`src/rtl/spectrum_param_extract_if.sv`:
```
`timescale 1ns/1ps
`default_nettype none
// ============================================================================
//  Module   : spectrum_param_extract_if
//  Brief    : Start/result handshake and shared spectrum-RAM read port
//  Revision : 1.0  initial release
// ============================================================================
interface spectrum_param_extract_if;
  logic        start;
  logic [2:0]  mod_type;
  logic [7:0]  rd_addr;
  logic [15:0] rd_data;
  logic        busy;
  logic        param_valid;
  logic [7:0]  mod_freq;
  logic [7:0]  mod_param1;
  logic        err;

  // slave: the extractor itself; master: the frame writer / RAM / display side
  modport slave (
    input  start, mod_type, rd_data,
    output rd_addr, busy, param_valid, mod_freq, mod_param1, err
  );
  modport master (
    output start, mod_type, rd_data,
    input  rd_addr, busy, param_valid, mod_freq, mod_param1, err
  );
endinterface
`default_nettype wire

```
`src/rtl/spectrum_param_extract.sv`:
```
`timescale 1ns/1ps
`default_nettype none
// ============================================================================
//  Module   : spectrum_param_extract
//  Brief    : Carrier/sideband search over FFT magnitudes; derives mod freq and ma / FM count
//  Revision : 1.0  initial release
// ============================================================================
module spectrum_param_extract #(
  parameter logic [15:0] BIN_HZ    = 16'd391,
  parameter logic [7:0]  FIRST_BIN = 8'd1,
  parameter logic [7:0]  LAST_BIN  = 8'd127,
  parameter logic [7:0]  SB_WIN    = 8'd16,
  parameter logic [2:0]  THR_SHIFT = 3'd3
) (
  input  logic                          clk,
  input  logic                          rst_n,
  spectrum_param_extract_if.slave       bus
);

  typedef enum logic [2:0] {
    S_IDLE = 3'd0,
    S_PEAK = 3'd1,
    S_SB   = 3'd2,
    S_DIV  = 3'd3,
    S_DONE = 3'd4
  } state_t;

  localparam logic [2:0]  C_MT_CW    = 3'b001;
  localparam logic [2:0]  C_MT_AM    = 3'b010;
  localparam logic [2:0]  C_MT_FM    = 3'b100;
  localparam logic [15:0] C_FREQ_DIV = 16'd100;
  localparam logic [4:0]  C_DIV_BITS = 5'd24;

  state_t      r_state;
  logic        r_start_d;
  logic [2:0]  r_mt;
  logic [7:0]  r_rd_addr;
  logic        r_iss;
  logic [7:0]  r_lim;
  logic [7:0]  r_tag;
  logic        r_tag_vld;
  logic [7:0]  r_kc;
  logic [15:0] r_ac;
  logic [7:0]  r_ks;
  logic [15:0] r_as;
  logic [7:0]  r_cnt;
  logic        r_pass;
  logic        r_div_ld;
  logic [4:0]  r_dcnt;
  logic [15:0] r_rem;
  logic [23:0] r_quo;
  logic [15:0] r_div_d;
  logic [7:0]  r_res_freq;
  logic [7:0]  r_res_p1;
  logic        r_busy;
  logic        r_pv;
  logic [7:0]  r_freq;
  logic [7:0]  r_p1;
  logic        r_err;

  logic        w_edge;
  logic        w_last;
  logic        w_pk_upd;
  logic [15:0] w_ac_nxt;
  logic [7:0]  w_kc_nxt;
  logic        w_sb_upd;
  logic [15:0] w_as_nxt;
  logic [7:0]  w_ks_nxt;
  logic [15:0] w_thr;
  logic [7:0]  w_cnt_nxt;
  logic [8:0]  w_win_end9;
  logic [7:0]  w_win_end;
  logic [7:0]  w_dlt;
  logic [23:0] w_dfreq;
  logic [23:0] w_dma;
  logic [16:0] w_shift;
  logic        w_ge;
  logic [15:0] w_sub;

  assign w_edge   = bus.start & ~r_start_d;
  // The data returning now belongs to the address issued one clock earlier (r_tag).
  assign w_last   = r_tag_vld && (r_tag == r_lim);

  assign w_pk_upd = r_tag_vld && (bus.rd_data > r_ac);
  assign w_ac_nxt = w_pk_upd ? bus.rd_data : r_ac;
  assign w_kc_nxt = w_pk_upd ? r_tag : r_kc;

  assign w_sb_upd = r_tag_vld && (bus.rd_data > r_as);
  assign w_as_nxt = w_sb_upd ? bus.rd_data : r_as;
  assign w_ks_nxt = w_sb_upd ? r_tag : r_ks;

  assign w_thr     = r_ac >> THR_SHIFT;
  assign w_cnt_nxt = (r_tag_vld && (bus.rd_data > w_thr) && (r_cnt != 8'hFF)) ? r_cnt + 8'd1 : r_cnt;

  assign w_win_end9 = {1'b0, w_kc_nxt} + {1'b0, SB_WIN};
  assign w_win_end  = (w_win_end9 > {1'b0, LAST_BIN}) ? LAST_BIN : w_win_end9[7:0];

  assign w_dlt   = r_ks - r_kc;
  assign w_dfreq = {16'd0, w_dlt} * {8'd0, BIN_HZ};
  assign w_dma   = {8'd0, r_as} * 24'd200;

  // Restoring division step: bring down next dividend bit, subtract if it fits.
  assign w_shift = {r_rem, r_quo[23]};
  assign w_ge    = (w_shift >= {1'b0, r_div_d});
  assign w_sub   = w_shift[15:0] - r_div_d;

  always_ff @(posedge clk or negedge rst_n) begin
    if (!rst_n) begin
      r_state    <= S_IDLE;
      r_start_d  <= 1'b0;
      r_mt       <= 3'd0;
      r_rd_addr  <= 8'd0;
      r_iss      <= 1'b0;
      r_lim      <= 8'd0;
      r_tag      <= 8'd0;
      r_tag_vld  <= 1'b0;
      r_kc       <= 8'd0;
      r_ac       <= 16'd0;
      r_ks       <= 8'd0;
      r_as       <= 16'd0;
      r_cnt      <= 8'd0;
      r_pass     <= 1'b0;
      r_div_ld   <= 1'b0;
      r_dcnt     <= 5'd0;
      r_rem      <= 16'd0;
      r_quo      <= 24'd0;
      r_div_d    <= 16'd0;
      r_res_freq <= 8'd0;
      r_res_p1   <= 8'd0;
      r_busy     <= 1'b0;
      r_pv       <= 1'b0;
      r_freq     <= 8'd0;
      r_p1       <= 8'd0;
      r_err      <= 1'b0;
    end else begin
      r_start_d <= bus.start;
      r_pv      <= 1'b0;
      r_tag_vld <= 1'b0;

      case (r_state)
        S_IDLE: begin
          if (w_edge) begin
            r_mt      <= bus.mod_type;
            r_busy    <= 1'b1;
            r_err     <= 1'b0;
            r_rd_addr <= FIRST_BIN;
            r_iss     <= 1'b1;
            r_lim     <= LAST_BIN;
            r_ac      <= 16'd0;
            r_kc      <= FIRST_BIN;
            r_state   <= S_PEAK;
          end
        end

        S_PEAK, S_SB: begin
          r_tag     <= r_rd_addr;
          r_tag_vld <= r_iss;
          if (r_iss) begin
            if (r_rd_addr == r_lim) r_iss     <= 1'b0;
            else                    r_rd_addr <= r_rd_addr + 8'd1;
          end

          if (r_state == S_PEAK) begin
            r_ac <= w_ac_nxt;
            r_kc <= w_kc_nxt;
            if (w_last) begin
              r_as  <= 16'd0;
              r_ks  <= w_kc_nxt;
              r_cnt <= 8'd0;
              if (w_ac_nxt == 16'd0) begin
                r_err      <= 1'b1;
                r_res_freq <= 8'd0;
                r_res_p1   <= 8'd0;
                r_state    <= S_DONE;
              end else if (r_mt == C_MT_CW) begin
                r_res_freq <= 8'd0;
                r_res_p1   <= 8'd0;
                r_state    <= S_DONE;
              end else if (w_kc_nxt == LAST_BIN) begin
                r_pass   <= 1'b0;
                r_div_ld <= 1'b1;
                r_state  <= S_DIV;
              end else begin
                r_rd_addr <= w_kc_nxt + 8'd1;
                r_iss     <= 1'b1;
                r_lim     <= w_win_end;
                r_state   <= S_SB;
              end
            end
          end else begin
            r_as  <= w_as_nxt;
            r_ks  <= w_ks_nxt;
            r_cnt <= w_cnt_nxt;
            if (w_last) begin
              r_pass   <= 1'b0;
              r_div_ld <= 1'b1;
              r_state  <= S_DIV;
            end
          end
        end

        S_DIV: begin
          if (r_div_ld) begin
            r_div_ld <= 1'b0;
            r_dcnt   <= 5'd0;
            r_rem    <= 16'd0;
            r_quo    <= r_pass ? w_dma : w_dfreq;
            r_div_d  <= r_pass ? r_ac : C_FREQ_DIV;
          end else if (r_dcnt != C_DIV_BITS) begin
            r_rem  <= w_ge ? w_sub : w_shift[15:0];
            r_quo  <= {r_quo[22:0], w_ge};
            r_dcnt <= r_dcnt + 5'd1;
          end else if (!r_pass) begin
            r_res_freq <= (|r_quo[23:8]) ? 8'hFF : r_quo[7:0];
            if (r_mt == C_MT_AM) begin
              r_pass   <= 1'b1;
              r_div_ld <= 1'b1;
            end else begin
              r_res_p1 <= (r_mt == C_MT_FM) ? r_cnt : 8'd0;
              r_state  <= S_DONE;
            end
          end else begin
            r_res_p1 <= (r_quo > 24'd100) ? 8'd100 : r_quo[7:0];
            r_state  <= S_DONE;
          end
        end

        S_DONE: begin
          r_freq  <= r_res_freq;
          r_p1    <= r_res_p1;
          r_pv    <= 1'b1;
          r_busy  <= 1'b0;
          r_state <= S_IDLE;
        end

        default: r_state <= S_IDLE;
      endcase
    end
  end

  assign bus.rd_addr     = r_rd_addr;
  assign bus.busy        = r_busy;
  assign bus.param_valid = r_pv;
  assign bus.mod_freq    = r_freq;
  assign bus.mod_param1  = r_p1;
  assign bus.err         = r_err;

endmodule
`default_nettype wire

```
`src/flat_wrapper.sv`:
```
// flat-port wrapper written by rule: the top's interface ports become plain ports
module spectrum_param_extract_flat 
#(
  parameter logic [15:0] BIN_HZ    = 16'd391,
  parameter logic [7:0]  FIRST_BIN = 8'd1,
  parameter logic [7:0]  LAST_BIN  = 8'd127,
  parameter logic [7:0]  SB_WIN    = 8'd16,
  parameter logic [2:0]  THR_SHIFT = 3'd3
)
  (clk, rst_n, bus_start, bus_mod_type, bus_rd_data, bus_rd_addr, bus_busy, bus_param_valid, bus_mod_freq, bus_mod_param1, bus_err);
  spectrum_param_extract_if bus_i ();
  input  logic clk;
  input  logic rst_n;
  input wire logic [$bits(bus_i.start)-1:0] bus_start;
  input wire logic [$bits(bus_i.mod_type)-1:0] bus_mod_type;
  input wire logic [$bits(bus_i.rd_data)-1:0] bus_rd_data;
  output wire logic [$bits(bus_i.rd_addr)-1:0] bus_rd_addr;
  output wire logic [$bits(bus_i.busy)-1:0] bus_busy;
  output wire logic [$bits(bus_i.param_valid)-1:0] bus_param_valid;
  output wire logic [$bits(bus_i.mod_freq)-1:0] bus_mod_freq;
  output wire logic [$bits(bus_i.mod_param1)-1:0] bus_mod_param1;
  output wire logic [$bits(bus_i.err)-1:0] bus_err;
  assign bus_i.start = bus_start;
  assign bus_i.mod_type = bus_mod_type;
  assign bus_i.rd_data = bus_rd_data;
  assign bus_rd_addr = bus_i.rd_addr;
  assign bus_busy = bus_i.busy;
  assign bus_param_valid = bus_i.param_valid;
  assign bus_mod_freq = bus_i.mod_freq;
  assign bus_mod_param1 = bus_i.mod_param1;
  assign bus_err = bus_i.err;
  spectrum_param_extract #(.BIN_HZ(BIN_HZ), .FIRST_BIN(FIRST_BIN), .LAST_BIN(LAST_BIN), .SB_WIN(SB_WIN), .THR_SHIFT(THR_SHIFT)) u_core (.clk(clk), .rst_n(rst_n), .bus(bus_i));
endmodule
```
`config.mk`:
```
export PLATFORM = sky130hd
export DESIGN_NAME = spectrum_param_extract_flat
export DESIGN_NICKNAME = d
export VERILOG_FILES = /design/src/rtl/spectrum_param_extract_if.sv /design/src/rtl/spectrum_param_extract.sv /design/src/flat_wrapper.sv
export SDC_FILE = /design/constraint.sdc
export NUM_CORES = 1
export LEC_CHECK = 0
export CORE_ASPECT_RATIO = 0.6
export CORE_MARGIN = 4
export CORE_UTILIZATION = 50
export CTS_CLUSTER_SIZE = 30
export DETAILED_ROUTE_END_ITERATION = 10
export HOLD_SLACK_MARGIN = 0.05
export PLACE_DENSITY = 0.7
export SLEW_MARGIN = 10
export SYNTH_ARGS = -nofsm -noshare
export SYNTH_HDL_FRONTEND = slang
export SYNTH_SLANG_ARGS = --single-unit
```
`constraint.sdc`:
```
create_clock -name clk -period 4.9 [get_ports clk]
set_clock_uncertainty 0.15 [all_clocks]
set_input_delay 0.98 -clock clk [delete_from_list [all_inputs] [get_ports clk]]
set_output_delay 0.98 -clock clk [all_outputs]
set_load 0.05 [all_outputs]
```
# Yosys cells after proc, flatten, opt, wreduce, memory -nomap -nowiden
# Index checks and enable logic that the tools add are counted.
# word_totals
word_cells,209
input_bits,22
reg_bits,187
out_inout_bits,27
# classes
muxes,108
n_mul,2
n_reduce_logical,30
add_sub_neg,7
bitwise_logic,2
eq_ne,28
order_cmp,6
# op_table
op,n
$mux 8,37
$mux 16,10
$pmux 8 s2,5
$mux 24,3
$mux 1,34
$gt 16x16->1,2
$pmux 16 s2,1
$mux 3,10
$reduce_and 7->1,4
$add 8x1->8 const B,3
$gt 24x7->1 const B,1
$mul 16x5->21 const B,1
$ge 17x16->1,1
$mul 8x9->17 const B,1
$eq 8x8->1,2
$gt 16x13->1,1
$logic_not 16->1,1
$reduce_or 16->1,1
$sub 16x16->16,1
$reduce_and 5->1,3
$ne 2x2->1 const B,6
$reduce_bool 2->1,6
$mux 5,2
$ne 2x1->1 const B,5
other kinds (22),42

# Longest topological paths before layout
# depth
word_depth,12
ltp_mapped,26
mapped_depth_nobuf,26

# Worst setup path before layout
# Ideal clock, no wire load.
# synth_path
path_kind,register -> register
from,reg u_core.r_kc[1]
to,reg u_core.r_quo[16]
t_arrival_ps,5187
t_required_ps,4662
path_slack_ps,-525
path_stages_with_launch,26
path_buffers,0
setup_time_ps,88
cell_sequence,dfrtp_1 > inv_1 > ha_1 > nor2b_1 > o21ai_0 > nand2b_1 > a21oi_1 > o21bai_1 > a21o_1 > a21o_1 > xnor2_1 > inv_1 > fa_1 > ha_1 > inv_1 > fa_1 > inv_1 > ha_1 > ha_1 > a2111oi_0 > nor3_1 > o31ai_1 > o21ai_0 > xnor2_1 > o21ai_0 > nor3b_1
# synth_via
elab_chain_cells,4
# synth_lines
element,line,rtl
from (decl),spectrum_param_extract.sv:42,logic [7:0] r_kc;
from (signal assigned),spectrum_param_extract.sv:165,r_kc <= w_kc_nxt;
$sub 8x8->8,spectrum_param_extract.sv:98,assign w_dlt = r_ks - r_kc;
$mul 8x9->17,spectrum_param_extract.sv:99,"assign w_dfreq = {16'd0, w_dlt} * {8'd0, BIN_HZ};"
$mux 24,spectrum_param_extract.sv:207,r_quo <= r_pass ? w_dma : w_dfreq;
$mux 24,spectrum_param_extract.sv:203,if (r_div_ld) begin
to (signal assigned),spectrum_param_extract.sv:207,
to (signal assigned),spectrum_param_extract.sv:211,"r_quo <= {r_quo[22:0], w_ge};"
to (decl),spectrum_param_extract.sv:51,logic [23:0] r_quo;
# Every way passes these cells.
# A chain may end at the register's enable or synchronous reset.

# Worst setup path after layout
# layout_path
from,reg u_core.r_ks[1]
to,reg u_core.r_quo[12]
# layout_via
elab_chain_cells,4
# layout_lines
element,line,rtl
from (decl),spectrum_param_extract.sv:44,logic [7:0] r_ks;
from (signal assigned),spectrum_param_extract.sv:168,r_ks <= w_kc_nxt;
from (signal assigned),spectrum_param_extract.sv:192,r_ks <= w_ks_nxt;
$sub 8x8->8,spectrum_param_extract.sv:98,
$mul 8x9->17,spectrum_param_extract.sv:99,
$mux 24,spectrum_param_extract.sv:207,
$mux 24,spectrum_param_extract.sv:203,
# Every way passes these cells.

==> reports/qor.csv <==
stage,metric,value,unit
sta,Final setup viols,6,
floorplanning,Die Wd,222.7,um
critical_path,WP data arrival,5.28,ns
detailed_routing,DRT antenna net count,0,
clock_tree,clk sink count,187,
synth,"EDFF count, synth",0,
clock_tree,H-tree levels,4,
critical_path,CP Max Fanout,3,
floorplanning,Rows,46,
clock_tree,Worst-path clk slew,0.08,ns
synth,main flop type after synthesis,dfrtp_1,
sta,final clock period utilization by the worst path,1.042,
flow_run,Max Cap Viol,0,
synth,syn nets,1752,
critical_path,CP max stage cell,fa_1,
sta,max_slew headroom,0.2611,
critical_path,type of the worst setup path,flop to flop,
cells_and_area,Fillers,2314,
worst_hold_path,hold endpoint,u_core.r_div_d[0],
critical_path,cell count of the worst reg-to-reg path,22,
cells_and_area,"Net count, final",1845,
floorplanning,DIE HEIGHT,136.8,um
placed_design,Setup WS pre-CTS,-0.2432,ns
synth,Yosys top cell by area,dfrtp_1,
synth,Synthesis Warnings,0,
grt,total gr overflow,0,
run_status,status,finished with violations,
critical_path,r2r startpoint,u_core.r_ks[1],
synth,syn avg cell area,9.016,um2
sta,worst slew pin tran,1.108,ns
floorplanning,CORE AREA,26820,um2
synth,Mapped Area,13830,um2
synth,Yosys reg bits,187,
grt,largest net degree at the start of global routing,105,
sta,worst setup margin,-0.2071,ns
worst_hold_path,Hold Crit Start,u_core.r_div_d[0],
clock_tree,Worst-Skew Late Latency,0.46,ns
synth,post-synth cell types,72,
detailed_routing,Remaining DRCs,0,
clock_tree,CTS Buf Count,17,
sta,fmax,195.8,MHz
synth,Cells after Synth,1534,
critical_path,startpoint class of the critical path,flop,
worst_hold_path,worst hold path type,flop to flop,
clock_tree,Root Driver,clkbuf_16,
synth,"top cells by area, synth","dfrtp_1, ha_1, inv_1",
detailed_routing,Initial DRC Count,1105,
floorplanning,Initial Util,0.5157,
detailed_routing,drt via density,5.811,
grt,total global-route track usage,0.2477,
placed_design,GPL Wtd Cong,0.9211,
floorplanning,# IOs,49,
worst_hold_path,Min-Delay Path Depth,2,
detailed_routing,Initial DRT Pass Iterations,5,
cells_and_area,layout cell share with drive strength beyond 1,0.1226,
synth,ys async rst share,1.000,
critical_path,worst r2r dst,u_core.r_quo[12],
critical_path,crit path cell chain,ha_1 > nor2b_1 > o21ai_1 > nand2b_1 > a21oi_1 > o21bai_1 > a21o_1 > a21o_1 > xnor2_2 > inv_2 > fa_1 > ha_1 > fa_1 > ha_4 > ha_4 > a2111oi_4 > nor3_4 > buf_4 > nor3_2 > xnor2_1 > o21ai_1 > a21oi_1,
synth,Yosys top cell area share,0.3383,
sta,RSZ-0062 raised after global routing,true,
critical_path,Crit. End Element,flop,
grt,vias in the first global route,11160,
clock_tree,Clock Tree Buf Depth,2,
clock_tree,CTS Hold Bufs,0,
grt,initial antenna violation count,0,
critical_path,Critical Path RT,5.07,ns
critical_path,r2r setup slk,-0.21,ns
placed_design,DP Wirelength,28330,um
placed_design,port bufs,48,
clock_tree,CTS tree,yes,
cells_and_area,layout overhead on the synthesized area,16.39,%
grt,global-route wire length before repair,60170,um
sta,"Hold Vio Cnt, Final",0,
synth,register area share after synthesis,0.3383,
critical_path,CP max stage delay,0.55,ns
cells_and_area,"commonest non-fill, non-tap cell in the layout",dfrtp_1,
detailed_routing,DR WL/cell,18.44,um
detailed_routing,vias,11621,
cells_and_area,Antenna Cells,0,
sta,crit path time final,5.107,ns
sta,final-report max-slew violation count,0,
cells_and_area,most frequent cells in the layout,"dfrtp_1, nand2_1, inv_1",
run_status,failing checks,negative setup slack,
floorplanning,Die ar.,30470,um2
detailed_routing,final WL,36890,um
final cells by class:
cell class                 count  area (um2)  area share
inverter                     170       638.1     0.03964
clock inverter                12       161.4     0.01003
multi-input combinational   1120        8579      0.5330
timing repair buffer         131        1132     0.07034
clock buffer                  20       456.7     0.02837
tap                          360       450.4     0.02798
sequential                   187        4679      0.2907
Yosys cell counts, types with 10 or more instances:
cell,n
dfrtp_1,187
a22o_1,21
nor3_1,20
a21oi_1,61
mux2i_1,27
nand3_1,61
nand4_1,26
mux2_2,27
xnor2_1,35
nor2_1,73
clkbuf_1,47
a21o_1,25
nor4_1,19
o211ai_1,11
fa_1,23
inv_1,170
nand2_1,166
and3_1,14
xor2_1,40
nor2b_1,14
o21a_1,12
o31ai_1,13
ha_1,173
o21ai_0,125
a31oi_1,10
worst max path at each step:
stage	startpoint	end	slack, ns	depth (start not counted)
floorplan	u_core.r_kc[1]	u_core.r_quo[16]	0.01	24
global placement	u_core.r_ks[0]	u_core.r_quo[16]	-0.09	23
detailed placement	u_core.r_ks[0]	u_core.r_quo[13]	-0.24	23
CTS	u_core.r_ks[1]	u_core.r_quo[16]	-0.16	23
global route	u_core.r_ks[1]	u_core.r_quo[12]	-0.43	25
finish	u_core.r_ks[1]	u_core.r_quo[12]	-0.21	22
worst max-delay path, delay by kind of cell (launching register included):
family,cells,cell delay [ns]
compound gates,8,1.36
xor+xnor,2,0.32
fa+ha+maj,6,2.00
buf+inv,2,0.24
flops,1,0.38
simple gates,4,0.53
per-layer routing:
layer	vias up	GRT usage	part of all wire	wire length (um)
met3	44	0.07010	0.094	3453
met5	-	0	0	0
met4	0	0.05474	0.014	534
met2	445	0.3387	0.39	14460
met1	5550	0.3855	0.50	18440
li1	5582	-	-	-
sequential cells by signal, summed over array words and instances, names as in the netlist, 8 cells and up:
register / cells
u_core.bus.mod_freq: 8
u_core.bus.mod_param1: 8
u_core.bus.rd_addr: 8
u_core.r_ac: 16
u_core.r_as: 16
u_core.r_cnt: 8
u_core.r_div_d: 16
u_core.r_kc: 8
u_core.r_ks: 8
u_core.r_lim: 8
u_core.r_quo: 24
u_core.r_rem: 16
u_core.r_res_freq: 8
u_core.r_res_p1: 8
u_core.r_tag: 8
logic make-up (layout without fill, tap and decap cells):
family,after synthesis,in the layout,share of synthesized area
AND/OR/NAND/NOR,435,435,0.1483
AO/OA/AOI/OAI,359,359,0.1708
buffers and inverters,227,333,0.06269
adder cells (fa/ha/maj),196,196,0.1898
flip-flops,187,187,0.3383
XOR/XNOR,75,75,0.04749
multiplexers,55,55,0.04261
per-stage QoR:
step           instance area [um2]  hold slack [ns]  setup TNS [ns]  cells    util
2_1_floorplan                13930           0.2876               0   1534       -
3_5_place_dp                 15270           0.3236          -1.488   1965  0.5694
6_report                     16100           0.3436         -0.6388   2000  0.6002
3_3_place_gp                 15270           0.3138         -0.2517   1965  0.5694
5_1_grt                      16100           0.3705          -2.501   2000  0.6002
4_1_cts                      15960           0.3456         -0.5810   1999  0.5950
timing repair:
item,CTS,global route
pin swaps,21,7
gates resized for setup,13,24
setup buffers,2,1
gates cloned,0,0
endpoints found under the setup margin,8,10
Power is left out: the tool's default activity adds up to more than one toggle a clock period on the data nets, which glitch-free logic cannot reach.
